$ cat src/rtl/pe_mac.sv
// Processing element behind the ring switch: queues this rank's tokens and runs a
// small weight / multiply-accumulate instruction set, emitting result nibbles back.
module pe_mac #(
  parameter int RANK       = 0,
  parameter int CHECK_RANK = 1,
  parameter int FIFO_DEPTH = 4
) (
  input  logic       clk,
  input  logic       rst_n,
  input  logic [7:0] pe_in,
  output logic [7:0] pe_out,
  output logic       busy,
  output logic       overflow,
  output logic [7:0] acc
);

  localparam int AW    = $clog2(FIFO_DEPTH);
  localparam int CNT_W = AW + 1;
  localparam logic [CNT_W-1:0] DEPTH_CNT = CNT_W'(FIFO_DEPTH);
  localparam logic [CNT_W-1:0] CNT_ONE   = CNT_W'(1);
  localparam logic [AW-1:0]    PTR_ONE   = AW'(1);
  localparam logic [1:0]       RANK_BITS = 2'(RANK);

  typedef enum logic {IDLE, MUL} state_t;

  state_t           state_q, state_d;
  logic [7:0]       prev_in_q, prev_in_d;
  logic [7:0]       acc_q, acc_d;
  logic [7:0]       pe_out_q, pe_out_d;
  logic [3:0]       w_q, w_d;
  logic [3:0]       b_q, b_d;
  logic [1:0]       cnt_q, cnt_d;
  logic             seq_q, seq_d;
  logic             overflow_q, overflow_d;
  logic [AW-1:0]    wr_ptr_q, wr_ptr_d;
  logic [AW-1:0]    rd_ptr_q, rd_ptr_d;
  logic [CNT_W-1:0] count_q, count_d;

  // Entries hold {opcode, operand}; rank bits are only needed at detect time.
  logic [5:0] fifo_mem [FIFO_DEPTH];
  logic [5:0] head;

  logic detect, rank_ok, full, pop, push, drop;

  assign detect  = (pe_in != prev_in_q);
  assign rank_ok = (CHECK_RANK == 0) || (pe_in[5:4] == RANK_BITS);
  assign full    = (count_q == DEPTH_CNT);
  assign pop     = (state_q == IDLE) && (count_q != '0);
  // A full FIFO still accepts when the head leaves at the same edge.
  assign push    = detect && rank_ok && (!full || pop);
  assign drop    = detect && rank_ok && full && !pop;
  assign head    = fifo_mem[rd_ptr_q];

  always_comb begin
    state_d    = state_q;
    prev_in_d  = pe_in;
    acc_d      = acc_q;
    pe_out_d   = pe_out_q;
    w_d        = w_q;
    b_d        = b_q;
    cnt_d      = cnt_q;
    seq_d      = seq_q;
    overflow_d = overflow_q | drop;
    wr_ptr_d   = push ? wr_ptr_q + PTR_ONE : wr_ptr_q;
    rd_ptr_d   = pop ? rd_ptr_q + PTR_ONE : rd_ptr_q;
    count_d    = count_q;
    if (push && !pop) count_d = count_q + CNT_ONE;
    if (pop && !push) count_d = count_q - CNT_ONE;

    case (state_q)
      IDLE: begin
        if (pop) begin
          case (head[5:4])
            2'b00: w_d = head[3:0];
            2'b01: begin
              b_d     = head[3:0];
              cnt_d   = 2'd0;
              state_d = MUL;
            end
            2'b10: begin
              seq_d    = ~seq_q;
              pe_out_d = {~seq_q, 3'b000, (head[0] ? acc_q[7:4] : acc_q[3:0])};
            end
            default: begin
              acc_d = 8'h00;
              if (head[0]) w_d = 4'h0;
            end
          endcase
        end
      end
      MUL: begin
        // Shift-add, one multiplier bit per edge, LSB first; sum wraps mod 256.
        if (b_q[cnt_q]) acc_d = acc_q + ({4'h0, w_q} << cnt_q);
        cnt_d = cnt_q + 2'd1;
        if (cnt_q == 2'd3) state_d = IDLE;
      end
      default: state_d = IDLE;
    endcase
  end

  always_ff @(posedge clk) begin
    if (push) fifo_mem[wr_ptr_q] <= {pe_in[7:6], pe_in[3:0]};
  end

  always_ff @(posedge clk or negedge rst_n) begin
    if (!rst_n) begin
      state_q    <= IDLE;
      prev_in_q  <= 8'h00;
      acc_q      <= 8'h00;
      pe_out_q   <= 8'h00;
      w_q        <= 4'h0;
      b_q        <= 4'h0;
      cnt_q      <= 2'd0;
      seq_q      <= 1'b0;
      overflow_q <= 1'b0;
      wr_ptr_q   <= '0;
      rd_ptr_q   <= '0;
      count_q    <= '0;
    end else begin
      state_q    <= state_d;
      prev_in_q  <= prev_in_d;
      acc_q      <= acc_d;
      pe_out_q   <= pe_out_d;
      w_q        <= w_d;
      b_q        <= b_d;
      cnt_q      <= cnt_d;
      seq_q      <= seq_d;
      overflow_q <= overflow_d;
      wr_ptr_q   <= wr_ptr_d;
      rd_ptr_q   <= rd_ptr_d;
      count_q    <= count_d;
    end
  end

  assign pe_out   = pe_out_q;
  assign acc      = acc_q;
  assign overflow = overflow_q;
  assign busy     = (state_q != IDLE) || (count_q != '0);

endmodule

$ cat config.mk
export PLATFORM = sky130hd
export DESIGN_NAME = pe_mac
export DESIGN_NICKNAME = d
export VERILOG_FILES = /design/src/rtl/pe_mac.sv
export SDC_FILE = /design/constraint.sdc
export NUM_CORES = 1
export LEC_CHECK = 0
export ABC_AREA = 1
export CAP_MARGIN = 5
export CORE_MARGIN = 5
export CORE_UTILIZATION = 48
export CTS_BUF_LIST = sky130_fd_sc_hd__clkbuf_16
export DETAILED_ROUTE_END_ITERATION = 10
export GPL_ROUTABILITY_DRIVEN = 1
export PLACE_DENSITY = 0.68
export SLEW_MARGIN = 20
export SYNTH_ARGS = -nofsm -noshare
export SYNTH_HDL_FRONTEND = slang
export SYNTH_SLANG_ARGS = --single-unit
$ cat constraint.sdc
create_clock -name clk -period 2.2 [get_ports clk]
set_input_delay 0.44 -clock clk [delete_from_list [all_inputs] [get_ports clk]]
set_output_delay 0.44 -clock clk [all_outputs]
set_load 0.05 [all_outputs]
== Word-level counts from Yosys, hierarchy flattened ==
Memories as Yosys holds them, arrays and structs flattened.
Index checks and enable logic that the tools add are counted.

* Flip-flop bits (word level): 41
* Memory bits (writable): 24
* Bits of input ports: 10
* Memories kept: 1

* $add $sub $neg: 6
* Order comparisons: 1
* Equality and inequality tests: 9
* Shift-type cells: 1
* Multiplexer cells: 20
* Bitwise operators: 4
* Reduce and logical (&&, ||, !) cells: 24

{| class="wikitable"
|+ Memories
! name !! depth !! width !! read ports !! clocked after Yosys merged registers in !! wr ports !! line !! text
|-
| fifo_mem || 4 || 6 || 1 || 0 || 1 || 40 || <nowiki>logic [5:0] fifo_mem [FIFO_DEPTH];</nowiki>
|}

{| class="wikitable"
|+ Operators with widths
! kind !! number
|-
| 2-to-1 mux 8 bit || 3
|-
| one-hot mux 8 bit (2 select lines) || 1
|-
| AND reduction 3 bit || 3
|-
| adder 8 bit || 1
|-
| 2-to-1 mux 4 bit || 2
|-
| inequality test 8 bit || 1
|-
| one-hot mux 4 bit (2 select lines) || 1
|-
| << shifter 4 x 2 -> 8 bit || 1
|-
| logical AND 1 bit || 7
|-
| adder 2 x 1 -> 2 bit (second input constant) || 3
|-
| 2-to-1 mux 1 bit || 6
|-
| 2-to-1 mux 3 bit || 2
|-
| == test 2 bit (second input constant) || 2
|-
| zero test 2 bit || 2
|-
| 2-to-1 mux 2 bit || 2
|-
| inequality test 2 x 1 -> 1 bit (second input constant) || 2
|-
| inequality test 2 bit (second input constant) || 2
|-
| one-hot mux 2 bit (2 select lines) || 1
|-
| AND reduction 4 bit || 1
|-
| nonzero test 2 bit || 2
|-
| adder 3 x 1 -> 3 bit (second input constant) || 1
|-
| == test 3 bit (second input constant) || 1
|-
| zero test 1 bit || 3
|-
| less-than comparator 2 x 3 -> 1 bit (second input constant) || 1
|-
| other kinds (11) || 14
|}

== Longest topological paths before layout ==
* Word-level depth: 7
* Mapped depth: 15

== Least setup slack after synthesis ==
Ideal clock, no wire load.

* Path kind: register -> register
* Start: register cnt_q[0]
* End: register acc_q[6] (netlist: acc[6])
* Data arrival time: 1.900 ns
* Data required time: 2.082 ns
* Path slack: 0.182 ns
* Stages on the path, launching flop included: 13
* Buffers on the path: 1
* Period minus slack after synthesis: 2.018 ns
* Path through: dfrtp_1 -> clkbuf_1 -> o21ai_0 -> mux2i_1 -> ha_1 -> nand3_1 -> nand2_1 -> nand2_1 -> nand2_1 -> a21oi_1 -> or2_2 -> nand3_1 -> nand2_1

* Cells in the longest elaborated chain, start to end: 4
* Elaborated cells on any way between the ends: 8
* Classes of those cells: add/sub (1); eq/ne (1); shift (1); mux (4); reduce/logical (1)

{| class="wikitable"
|+ Ends and longest elaborated chain
! element !! line !! text
|-
| start: declaration || 32 || <nowiki>logic [1:0] cnt_q, cnt_d;</nowiki>
|-
| start signal: assignment || 126 || <nowiki>cnt_q <= cnt_d;</nowiki>
|-
| << shifter 4 x 2 -> 8 bit / binary-select mux 1 bit (select 2 bit) (equally long branches) || 93 || <nowiki>if (b_q[cnt_q]) acc_d = acc_q + ({4'h0, w_q} << cnt_q);</nowiki>
|-
| adder 8 bit / 2-to-1 mux 1 bit (equally long branches) || 93 ||
|-
| 2-to-1 mux 8 bit / inequality test 2 x 1 -> 1 bit (equally long branches) || n/a ||
|-
| one-hot mux 8 bit (2 select lines) / AND reduction 3 bit (equally long branches) || n/a ||
|-
| end signal: assignment || 109 || <nowiki>acc_q <= 8'h00;</nowiki>
|-
| end signal: assignment || 122 || <nowiki>acc_q <= acc_d;</nowiki>
|-
| end: declaration || 28 || <nowiki>logic [7:0] acc_q, acc_d;</nowiki>
|}

Parallel ways exist; a longest one is shown, timed or not. The select of a mux whose other input is x is not followed.
A chain may end at the register's enable or synchronous reset.

== Final worst setup path ==
Ends and elaborated chain as after synthesis.

==> impl_summary.txt <==
----------------------------------------------------
[Clocking]
  TritonCTS Buffers ... 9
  Number of buffers inserted to repair setup after CTS ... 0
  Depth of the CTS H-tree ... 3
  Clock tree from TritonCTS ... yes
  Clock network latency to the later pin of the worst-skew pair ... 0.33 ns
  Number of sinks driven by the clock tree ... 64
  Clock transition at path regs ... 0.06 ns
  Maximum root-to-sink buffer count ... 2
  Clock root buffer master ... clkbuf_16

[Placed design]
  Last weighted congestion value of the routability-driven placer ... a little over 0.8
  Worst slack, placed ... -0.0723 ns
  Input/output buffers ... 24
  Placed wire-length estimate after detailed placement ... around 4800 um

[Layout]
  Top library cells by usage in the layout, fill and taps aside ... 63 x nand2_1, 38 x dfrtp_1, 32 x inv_1
  Area of the multi-input gates ... 0.00126 mm2
  Most common library cell in the layout ignoring fill and taps ... nand2_1
  Ratio of cells with drive above 1 in the final layout ... 17.8%
  Signed area change from the synthesized netlist to the final layout ... 24.8%
  Number of antenna diodes ... 0
  Final layout net count ... 404
  Sequential Area ... around 0.0017 mm2
  Utilization after layout ... 61.9%
  Number of filler instances in the final layout ... 521

[Pwr]
  Worst voltage drop across the vdd grid ... approximately 0.71 mV
  Total internal power ... 3540 uW
  Portion of total power attributed to combinational logic ... between 40% and 50%
  Final Total Pwr ... 6120 uW
  Relative contribution of the clock network to total power ... 25.5%
  Power per cell area ... about 1500 mW/mm2
  Sequential power share ... 29.9%
  Switching part of the total ... 42.2%
  Net Switching ... 2580 uW
  Leakage ... 0.00183 uW

[Synth]
  Post-synth EDFFs ... 24
  Most common flop cell mapped by yosys ... dfrtp_1
  Synth Instances ... between 300 and 400
  Synthesis-stage register bit count ... 64
  Area leader, netlist ... dfrtp_1
  Portion of the post-synthesis area used by sequential elements ... roughly 54%
  Top-area cell type share of the netlist area ... about a third
  Syn avg cell area ... 9.78 um2
  Ys Warns ... 0
  Synth async-reset ratio ... between 60 and 70%
  Top cells by area in the synthesized netlist ... dfrtp_1 31%, edfxtp_1 23%, nand2_1 7.4%
  Count of unique library cells instantiated by Yosys ... 37
  Cell area after synthesis ... between 0.003 and 0.004 mm2

[Detailed routing]
  Drc violations ... 0
  Detailed-router iteration count before antenna repair ... 4
  Number of nets with antenna violations after routing ... 0
  Initial drt markers ... 55
  Routed via count ... roughly 2300
  Detail-routed net length per standard cell ... about 14 um
  Routed wire length ... 6450 um
  Routed vias/inst ... roughly 5.1

[Setup path]
  CP endpoint kind ... flop
  Critical path buffers and inverters ... 0
  CP startpoint kind ... flop
  Worst-path cell with the longest stage delay ... dfrtp_2
  Maximum single-stage delay on the critical path ... 0.47 ns
  Most used cell, CP ... nand2_1
  Crit path cell chain ... o21ai_1 > mux2i_1 > ha_1 > nand3_1 > nand2_1 > nand2_1 > nand2_1 > a21oi_1 > or2_2 > nand3_1 > nand2_1
  Dominant delay contributor by cell family on the critical path ... simple AND/OR/NAND/NOR gates
  Data required time at the worst endpoint ... between 2 and 2.5 ns
  Critical path data arrival time ... 2.28 ns
  Worst Path Max Fanout ... 10
  Critical path class ... reg -> reg

[Timing]
  Max Fclk ... about 0.48 GHz
  Total setup violations reported at the end of the flow ... 0
  Final min period ... approximately 2.1 ns
  Unrepaired setup endpoints after global routing ... false
  Post-route clock period utilization ... 93.8%
  Slew headroom ... 63.4%
  Post-route clock skew ... 0.00790 ns
  Worst Max-Slew Pin Slew ... between 0.5 and 0.6 ns
  Final-layout worst hold slack ... between 0.09 and 0.1 ns
  Max-slew violation total from the final report ... 0
  Final Hold Viols ... 0
  Setup slack after layout ... 0.135 ns

[Floorplanning]
  Floorplan die height ... 91.5 um
  Width of the die ... 91.5 um
  Starting utilization of the core area ... between 40% and 50%
  Die footprint ... 0.00837 mm2
  Area of the core ... 0.00642 mm2
  Total number of placement rows ... 29
  Top-Level Pins ... 28

[GRT]
  GR Overflow Total ... 0
  Gr usage total ... 17.0%
  Antenna violations before repair ... 0
  Largest net degree at the start of global routing ... 23
  Global-route wire length before repair ... 11200 um
  Vias in the first global route ... approximately 2400

[Status]
  Status ... completed

[Hold path]
  Worst min path class ... in -> async

[Run]
  Number of max-cap violations ... 0

----------------------------------------------------
## registers in the layout, summed over array words and instances, names as in the netlist
name and count:
b_q 4, w_q 4, cnt_q 2, prev_in_q 8
count_q 3, pe_out 4, wr_ptr_q 2, fifo_mem 24
overflow 1, acc 8, seq_q 1, state_q 1
rd_ptr_q 2
## synth_stat cells (3+ instances only)
| cell type | count |
|---|---|
| a21oi_1 | 9 |
| buf_2 | 3 |
| buf_4 | 4 |
| dfrtp_1 | 40 |
| edfxtp_1 | 24 |
| ha_1 | 16 |
| inv_1 | 32 |
| inv_2 | 3 |
| inv_4 | 3 |
| mux2_2 | 3 |
| nand2_1 | 63 |
| nand2_2 | 4 |
| nand3_1 | 17 |
| nor2_1 | 29 |
| o21ai_0 | 29 |
| o21ai_1 | 7 |
| o22ai_1 | 3 |
| xnor2_1 | 6 |
| xor2_1 | 4 |
## power groups by stage
stage	sequential, uW	combinational, uW	clock, uW
floorplan	2030	1750	0
global placement	1830	2640	0
detailed placement	1840	2720	0
CTS	1820	2740	1580
global route	1880	3060	1650
finish	1830	2730	1560
## per-stage QoR
| step | cells | TNS, ns | area [um2] |
|---|---|---|---|
| after floorplan | 328 | 0 | 3190 |
| after global placement | 442 | -0.580 | 3640 |
| after detailed placement | 442 | -1.35 | 3640 |
| after CTS | 458 | 0 | 3970 |
| after global routing | 458 | 0 | 3980 |
| final | 458 | 0 | 3980 |
## path summary, 6_finish.rpt
| path | start | to | slack, ns | cells after the start |
|---|---|---|---|---|
| setup / recovery | cnt_q[0] | acc[6] | 0.14 | 11 |
| hold / removal | rst_n | prev_in_q[1] | 0.09 | 1 |
| setup reg to reg | cnt_q[0] | acc[6] | 0.14 | 11 |
| hold reg to reg | seq_q | seq_q | 0.47 | 1 |
| max in group asynchronous | rst_n | cnt_q[1] | 1.59 | 2 |
| min in group clk | seq_q | seq_q | 0.47 | 1 |
## cell families (layout without fill, tap and decap cells)
kind of cell	Yosys count	count (layout)	share of synthesized area (%)
multiplexers	4	4	1.37
XOR/XNOR	10	10	2.75
buffers and inverters	48	101	6.87
flip-flops	64	64	54.0
AND/OR/NAND/NOR	123	123	16.8
adder cells (fa/ha/maj)	18	18	7.54
other	1	3	0.118
AO/OA/AOI/OAI	58	58	10.6
## timing repair
action,in CTS,in global routing
hold buffers,0,0
resized for setup,0,7
setup endpoints to repair,0,3
## per-layer routing
metal  wire length [um]  vias to the layer above  track usage [%]
li1                   -                     1177                -
met1               2870                     1122             21.0
met2               3230                       40             28.7
met3                271                        7             5.37
met4                 76                        0             4.52
met5                  0                        -                0
## layout make-up
type                            count  share of cell area (%)
Sequential cell                    64                    43.3
Multi-Input combinational cell    216                    31.6
Timing Repair Buffer               46                    10.3
Clock buffer                        9                    5.66
Inverter                           39                    3.99
Clock inverter                      7                    2.61
Tap cell                           77                    2.42
Note: power is estimated with default switching activity, not from simulation.
